<file path="config.mk">
export PLATFORM = sky130hd
export DESIGN_NAME = pll_lock_supervisor
export DESIGN_NICKNAME = d
export VERILOG_FILES = /design/src/rtl/pll_lock_supervisor.sv
export SDC_FILE = /design/constraint.sdc
export NUM_CORES = 1
export LEC_CHECK = 0
export ABC_AREA = 1
export CELL_PAD_IN_SITES_DETAIL_PLACEMENT = 1
export CELL_PAD_IN_SITES_GLOBAL_PLACEMENT = 2
export CORE_ASPECT_RATIO = 0.8
export CORE_MARGIN = 8
export CORE_UTILIZATION = 33
export DETAILED_ROUTE_END_ITERATION = 10
export PLACE_DENSITY = 0.8
export SLEW_MARGIN = 15
export SYNTH_ARGS = -nofsm -noshare
export SYNTH_HDL_FRONTEND = slang
export SYNTH_SLANG_ARGS = --single-unit
</file>
<file path="constraint.sdc">
create_clock -name clk -period 2.4 [get_ports clk]
set_input_delay 0.72 -clock clk [delete_from_list [all_inputs] [get_ports clk]]
set_output_delay 0.72 -clock clk [all_outputs]
set_load 0.02 [all_outputs]
</file>
<file path="src/rtl/pll_lock_supervisor.sv">
// rtl/pll_lock_supervisor.sv - PLL reset sequencing, lock acquisition retry and lock-loss supervision
//
// Runs from the PLL reference clock (not a PLL output), so it keeps working
// while the PLL is held in reset or has lost lock.
//
// Sequence: pulse pll_rst, wait for lock (with timeout and bounded retries),
// require lock to stay continuously high for LOCK_STABLE_CYC cycles, then
// release sys_rst. A loss of lock while running re-resets the PLL and
// reasserts sys_rst. Exhausting the retries parks the block in FAIL until rst.
//
// Ports:
//   clk         in   reference clock (same net as PLL clkin1)
//   rst         in   asynchronous active-high reset
//   pll_lock    in   PLL lock indication, asynchronous to clk
//   pll_rst     out  PLL reset, active-high
//   sys_rst     out  downstream system reset, active-high (low only in RUN)
//   locked      out  high while in RUN
//   fail        out  high in FAIL (terminal)
//   retry_cnt   out  [7:0] acquisition timeouts in the current acquisition
//   loss_cnt    out  [7:0] saturating count of lock losses since rst
//   loss_pulse  out  one-cycle pulse per lock loss detected in RUN
//
// Build option:
//   PLL_SUP_LOSS_FILTER_EN  when defined, a loss of lock in RUN must persist
//                           for LOSS_FILTER_CYC consecutive cycles; shorter
//                           dropouts are ignored. When undefined, any single
//                           low cycle of the synchronized lock is a loss.

module pll_lock_supervisor #(
    parameter int RST_PULSE_CYC    = 16,
    parameter int LOCK_STABLE_CYC  = 1024,
    parameter int LOCK_TIMEOUT_CYC = 500000,
    parameter int MAX_RETRY        = 3,
    parameter int LOSS_FILTER_CYC  = 4
) (
    input  logic       clk,
    input  logic       rst,
    input  logic       pll_lock,
    output logic       pll_rst,
    output logic       sys_rst,
    output logic       locked,
    output logic       fail,
    output logic [7:0] retry_cnt,
    output logic [7:0] loss_cnt,
    output logic       loss_pulse
);

    typedef enum logic [2:0] {
        S_RESET_PLL,
        S_WAIT_LOCK,
        S_STABLE,
        S_RUN,
        S_FAIL
    } state_t;

    localparam logic [31:0] RST_LAST     = 32'(RST_PULSE_CYC - 1);
    localparam logic [31:0] STABLE_LAST  = 32'(LOCK_STABLE_CYC - 1);
    localparam logic [31:0] TIMEOUT_LAST = 32'(LOCK_TIMEOUT_CYC - 1);
    localparam logic [7:0]  RETRY_LIMIT  = 8'(MAX_RETRY);

    state_t      state;
    logic [31:0] cnt;
    logic        lock_meta;
    logic        lock_s;
    logic        loss_event;
    logic [7:0]  retry_next;

    assign retry_next = retry_cnt + 8'd1;

    // Two-flop synchronizer for the asynchronous PLL lock output.
    always_ff @(posedge clk or posedge rst) begin
        if (rst) begin
            lock_meta <= 1'b0;
            lock_s    <= 1'b0;
        end else begin
            lock_meta <= pll_lock;
            lock_s    <= lock_meta;
        end
    end

`ifdef PLL_SUP_LOSS_FILTER_EN
    localparam logic [31:0] FILTER_LAST = 32'(LOSS_FILTER_CYC - 1);

    logic [31:0] filt_cnt;

    // The filter counter counts consecutive low cycles while running; the
    // loss fires on the cycle that would complete the run of LOSS_FILTER_CYC.
    assign loss_event = ~lock_s && (filt_cnt == FILTER_LAST);

    always_ff @(posedge clk or posedge rst) begin
        if (rst) begin
            filt_cnt <= '0;
        end else if (state != S_RUN || lock_s || loss_event) begin
            filt_cnt <= '0;
        end else begin
            filt_cnt <= filt_cnt + 32'd1;
        end
    end
`else
    // Unfiltered: any low cycle of the synchronized lock is a loss. The
    // filter length only matters in the filtered build and is >= 1 by
    // contract, so this term is constant true.
    assign loss_event = ~lock_s & (LOSS_FILTER_CYC > 0);
`endif

    // Main FSM. The Moore outputs are registered copies decoded from the
    // current state, so they follow a state change by one clock.
    always_ff @(posedge clk or posedge rst) begin
        if (rst) begin
            state      <= S_RESET_PLL;
            cnt        <= '0;
            pll_rst    <= 1'b1;
            sys_rst    <= 1'b1;
            locked     <= 1'b0;
            fail       <= 1'b0;
            retry_cnt  <= '0;
            loss_cnt   <= '0;
            loss_pulse <= 1'b0;
        end else begin
            pll_rst    <= (state == S_RESET_PLL);
            sys_rst    <= (state != S_RUN);
            locked     <= (state == S_RUN);
            fail       <= (state == S_FAIL);
            loss_pulse <= 1'b0;

            case (state)
                S_RESET_PLL: begin
                    if (cnt == RST_LAST) begin
                        state <= S_WAIT_LOCK;
                        cnt   <= '0;
                    end else begin
                        cnt <= cnt + 32'd1;
                    end
                end

                S_WAIT_LOCK: begin
                    // Lock takes priority over a coincident timeout.
                    if (lock_s) begin
                        state <= S_STABLE;
                        cnt   <= '0;
                    end else if (cnt == TIMEOUT_LAST) begin
                        cnt       <= '0;
                        retry_cnt <= retry_next;
                        state     <= (retry_next == RETRY_LIMIT) ? S_FAIL : S_RESET_PLL;
                    end else begin
                        cnt <= cnt + 32'd1;
                    end
                end

                S_STABLE: begin
                    // A dropout restarts the timeout window but is not
                    // counted as a retry.
                    if (!lock_s) begin
                        state <= S_WAIT_LOCK;
                        cnt   <= '0;
                    end else if (cnt == STABLE_LAST) begin
                        state     <= S_RUN;
                        cnt       <= '0;
                        retry_cnt <= '0;
                    end else begin
                        cnt <= cnt + 32'd1;
                    end
                end

                S_RUN: begin
                    if (loss_event) begin
                        state      <= S_RESET_PLL;
                        cnt        <= '0;
                        loss_pulse <= 1'b1;
                        loss_cnt   <= (loss_cnt == 8'hFF) ? loss_cnt : loss_cnt + 8'd1;
                    end
                end

                S_FAIL: begin
                    state <= S_FAIL;
                end

                default: begin
                    state <= S_RESET_PLL;
                    cnt   <= '0;
                end
            endcase
        end
    end

endmodule

</file>
Yosys cells after proc, flatten, opt, wreduce, memory -nomap -nowiden:

Cells that the tools add are included.

* flip-flop bits (word level): 58
* output and inout bits: 21
* logic and storage cells: 63

* add/subtract/negate cells: 3
* equal/unequal tests: 18
* multiplexer cells: 22
* bitwise operators: 3
* reduce and logical (&&, ||, !) cells: 6

Operator list (count)
* 2-to-1 mux 32 bit: 6
* one-hot mux 32 bit (5 select lines): 1
* adder 32 x 1 -> 32 bit, second input constant: 1
* == test 32 x 10 -> 1 bit, second input constant: 1
* == test 32 x 19 -> 1 bit, second input constant: 1
* == test 32 x 4 -> 1 bit, second input constant: 1
* 2-to-1 mux 8 bit: 4
* 2-to-1 mux 3 bit: 7
* adder 8 x 1 -> 8 bit, second input constant: 2
* one-hot mux 8 bit (2 select lines): 1
* one-hot mux 3 bit (5 select lines): 1
* != test 2 bit, second input constant: 5
* == test 8 x 2 -> 1 bit, second input constant: 1
* == test 8 bit, second input constant: 1
* == test 3 x 2 -> 1 bit, second input constant: 2
* != test 3 bit, second input constant: 2
* AND reduction 5 bit: 1
* AND reduction 4 bit: 1
* == test 3 x 1 -> 1 bit, second input constant: 1
* == test 3 bit, second input constant: 1
* zero test 3 bit: 1
* != test 3 x 2 -> 1 bit, second input constant: 1
* NOT 1 bit: 3
* AND reduction 3 bit: 1
* 4 further kinds: 5

Depth between registers and ports, before layout:

* word-level depth: 6
* mapped depth: 12
* gate-level depth less buffers: 12

Worst setup path before layout:

Ideal clock, no wire load.

* path type: reg2reg
* start point: reg cnt[0]
* end point: reg cnt[7]
* library setup time: 0.121 ns
* arrival time: 1.592 ns
* path slack: 0.687 ns
* stages on the path, launching flop included: 12
* buffers on the path: 1
* path through: dfrtp_1 -> ha_1 -> inv_1 -> nor2_2 -> nand3_1 -> nor2_1 -> nand2_1 -> nand2_2 -> nand4_4 -> clkinv_2 -> buf_6 -> nor2_1

* longest elaborated chain between the ends: 4
* elaborated cells between the ends (all ways): 10
* classes of those cells: 1 x add/sub; 3 x eq/ne; 6 x mux

Ends and longest elaborated chain
* start: declaration: line 62 `logic [31:0] cnt;`
* start signal: assignment: line 132 `cnt <= cnt + 32'd1;`
* start signal: assignment: line 146 `cnt <= cnt + 32'd1;`
* start signal: assignment: line 161 `cnt <= cnt + 32'd1;`
* adder 32 x 1 -> 32 bit (tied with other cells): line 132, 146, 161
* 2-to-1 mux 32 bit (on tied branches): line 156, 141
* 2-to-1 mux 32 bit (on tied branches): line 153, 138
* one-hot mux 32 bit (5 select lines) (*): line 126 `case (state)`

Every way passes the cells marked *; elsewhere a longest branch is shown, timed or not.
A chain may end at the register's enable or synchronous reset.

Worst setup path in the final report:

* start point: reg retry_cnt[0]
* end point: out retry_cnt[0]

RTL lines
* start: declaration: line 43 `output logic [7:0] retry_cnt,`
* start signal: assignment: line 143 `retry_cnt <= retry_next;`

No word-level cell between the ends.

==> run summary <==
=================================================================================================
Cell area after synthesis                                                            0.003790 sq mm
Worst hold path class                                                                     reg2reg
Commonest non-fill, non-tap cells in the layout                                      184 x nand2_1, 102 x nor2_1, 94 x inv_1, 56 x dfrtp_1, 40 x nand3_1
WP data arrival                                                                           1.45 ns
FF+latch count, synth                                                                          58
Largest area contributor in the synthesized netlist                                       dfrtp_1
Int Power                                                                                 2429 uW
Clock-pin slew of the registers on the worst-case setup and hold paths                    0.05 ns
CP max stage delay                                                                        0.65 ns
Final setup vio count                                                                           0
Switching component of the power                                                          1273 uW
Count of buffers from port buffering                                                           23
Part of the total power dissipated in sequential elements                                   32.8%
Synthesized net count                                                                         581
Launch point of the worst reg-to-reg path                                                  cnt[0]
Layout-stage area growth over the synthesis result                                         20.60%
Global-route usage over all layers                                                         16.24%
Leading cell type in the layout, fill and taps excluded                                   nand2_1
Final period demand of the worst path                                                    2.172 ns
Vias in the first global route                                                              3,811
Fin util                                                                                   40.30%
Fraction of synthesized cell area taken by the top area cell type                          36.98%
Relative contribution of combinational cells to total power                                 26.4%
Vias post-DR                                                                                3,663
# nets final                                                                                  617
Register area share after synthesis                                                        38.36%
Mean number of vias per cell                                                                4.807
Max Fclk                                                                                460.3 MHz
Outcome                                                                              finished, final reports clean
Diodes inserted                                                                                 0
Register-to-Register Setup Slack                                                          0.26 ns
Average detailed-routed wire length per instance                                     15.41 microns
Number of distinct library cell variants in the gate-level netlist after synthesis             31
Starting density of the core                                                               33.41%
Post-DRT Antenna Nets                                                                           0
Source-to-sink clock delay at the later pin of the worst-skew pair                        0.34 ns
Final weighted congestion of routability-driven global placement                           0.8390
Horiz. Die Dim                                                                       135.8 microns
CORE AREA                                                                            0.01134 sq mm
Net Sw Frac                                                                                34.40%
Number of fill cells in the layout                                                          1,477
Library cell contributing the largest single delay on the critical path              clkdlybuf4s50_1
Cell types with the largest area share after synthesis                               dfrtp_1 37%, nand2_1 18%, nor2_1 10%
Worst clock skew on the final layout                                                  0.005449 ns
Number of iterations in the first detailed-routing pass                                         6
Detailed router's first-iteration violation count                                             216
Fraction of met3 tracks used by global routing                                             3.645%
Post-CTS setup buffers                                                                          0
Clk root buf                                                                            clkbuf_16
CTS tree                                                                                      yes
Worst R2R Path Depth                                                                           11
# DRC                                                                                           0
Part of the total power dissipated in the clock network                                     40.8%
Crit path max-delay family                                                           buffers and inverters
Met2 Usage GRT                                                                             23.80%
Half-perimeter wire length after placement                                           9061 microns
Fin. Hold Viols                                                                                 0
Count of pins on the block boundary                                                            24
Startpoint of the lowest-slack hold path                                                lock_meta
P per Cell Area                                                                      810.0 mW/mm^2
Actual slew at the worst max-slew pin                                                   0.5570 ns
Worst voltage drop across the vdd grid                                                  0.3526 mV
Ordered cell list for the critical path                                              clkdlybuf4s50_1
Worst Hold Endpoint                                                                        lock_s
Max-slew headroom at the worst pin                                                         62.73%
Number of buffers inserted during clock tree synthesis                                          9
Critical path endpoint category                                                      primary output
Worst flop-to-flop path endpoint                                                          cnt[15]
Row count                                                                                      35
Gr busiest metal                                                                             met2
Height of the die                                                                    111.9 microns
Clock tree buffer depth                                                                         2
Total of max-cap violations                                                                     0
Pin count of the biggest net entering global routing                                           59
Wire length of the first global-routing pass                                         19,620 microns
Layout cells sized above 1                                                                 7.003%
Post-Synthesis Cells                                                                          573
Met1 Usage GRT                                                                             23.01%
Unrepaired setup endpoints after global routing                                                no
Type of the worst setup path                                                              reg2out
Post-detailed-routing wire length                                                    11,740 microns
Buf/Inv on CP                                                                                   1
Highest net fanout along the worst path                                                         7
Final critical-path share of the clock period                                              90.51%
Leakage power summed over all cells                                                   0.002309 uW
Post-Syn Area per Cell                                                                6.614 sq um
Fin. max-slew vios                                                                              0
Number of clock sinks                                                                          58
Required time at the worst-slack endpoint                                                 1.68 ns
Startpoint Class                                                                        flip-flop
Number of levels the H-tree was split into                                                      3
Total negative slack                                                                         0 ns
Cells on Worst Hold Path                                                                        0
Count of warnings emitted by yosys                                                              0
Area of the die                                                                      0.01519 sq mm
Overflow after GRT                                                                              0
Initial antenna violation count                                                                 0
=================================================================================================
==> layout make-up <==
type | instances | area [sq um] | area share (%)
clock buffers | 9 | 225.2 | 4.927
clock inverters | 7 | 117.6 | 2.573
multi-input cells | 412 | 1923 | 42.07
flip-flops and latches | 58 | 1454 | 31.81
inverters | 98 | 370.4 | 8.103
repair buffers | 30 | 295.3 | 6.460
well taps | 148 | 185.2 | 4.051
==> power groups by stage <==
stage	registers (uW)	clock network, uW	logic, uW
2_1_floorplan	1270	0	601
3_3_place_gp	1220	0	953
3_5_place_dp	1230	0	984
4_1_cts	1210	1550	988
5_1_grt	1230	1580	1090
6_report	1210	1510	977
==> routing by layer <==
metal / routed length (microns) / vias up / share of wire (%)
li1: - / 1828 / -
met5: 0 / - / 0
met3: 490 / 12 / 4.2
met4: 140 / 0 / 1.2
met2: 5051 / 46 / 43
met1: 6057 / 1777 / 52
==> cell families after synthesis <==
| logic type | after synthesis | share of synthesized area, % |
|---|---|---|
| compound gates | 13 | 2.311 |
| xor+xnor | 21 | 4.853 |
| fa+ha+maj | 5 | 1.651 |
| buf+inv | 103 | 10.96 |
| flops | 58 | 38.36 |
| simple gates | 373 | 41.86 |
==> what timing repair did <==
action | CTS | global route
setup endpoints to repair | 0 | 9
gates resized for setup | 0 | 2
hold buffers | 0 | 0
endpoints found under the hold margin | 0 | 0
==> Yosys cell counts <==
library cell and n:
a21boi_0 1, a21oi_1 1, a31o_2 1, and3_1 1, buf_2 1, buf_4 1
buf_6 3, clkinv_2 1, dfrtp_1 56, dfstp_2 2, ha_1 5, inv_1 95
inv_2 2, nand2_1 184, nand2_2 5, nand3_1 40, nand3b_1 2, nand4_1 21
nand4_2 1, nand4_4 1, nor2_1 102, nor2_2 3, nor2_4 1, nor3_1 9
nor3b_1 1, nor4_1 2, o21ai_0 7, o21ai_4 1, o21bai_1 2, xnor2_1 7
xor2_1 14
==> how the worst max path moves through the flow <==
| stage | startpoint | to | slack, ns | depth (start not counted) |
|---|---|---|---|---|
| after floorplan | rst | cnt[0] | 0.26 | 1 |
| after global placement | cnt[0] | cnt[8] | 0.42 | 10 |
| after detailed placement | cnt[0] | cnt[10] | 0.26 | 10 |
| after CTS | retry_cnt[0] | retry_cnt[0] | 0.21 | 1 |
| after global routing | cnt[0] | cnt[16] | 0.05 | 11 |
| final | retry_cnt[0] | retry_cnt[0] | 0.23 | 1 |
==> through the flow <==
step / total power [uW] / cells / worst slack, ns / hold slack (ns) / instance area (sq um)
2_1_floorplan: 1875 / 573 / 0.2553 / 0.3312 / 3790
3_3_place_gp: 2171 / 746 / 0.4191 / 0.3374 / 4224
3_5_place_dp: 2215 / 746 / 0.2559 / 0.3509 / 4224
4_1_cts: 3749 / 762 / 0.2089 / 0.3634 / 4567
5_1_grt: 3899 / 762 / 0.05407 / 0.3839 / 4571
6_report: 3702 / 762 / 0.2277 / 0.3624 / 4571
==> sequential cells by signal, summed over array words and instances (netlist names) <==
| name | count |
|---|---|
| lock_meta | 1 |
| loss_cnt | 8 |
| locked | 1 |
| pll_rst | 1 |
| cnt | 32 |
| state | 3 |
| loss_pulse | 1 |
| retry_cnt | 8 |
| fail | 1 |
| lock_s | 1 |
| sys_rst | 1 |
No activity file was read; power rests on OpenSTA's default activity.
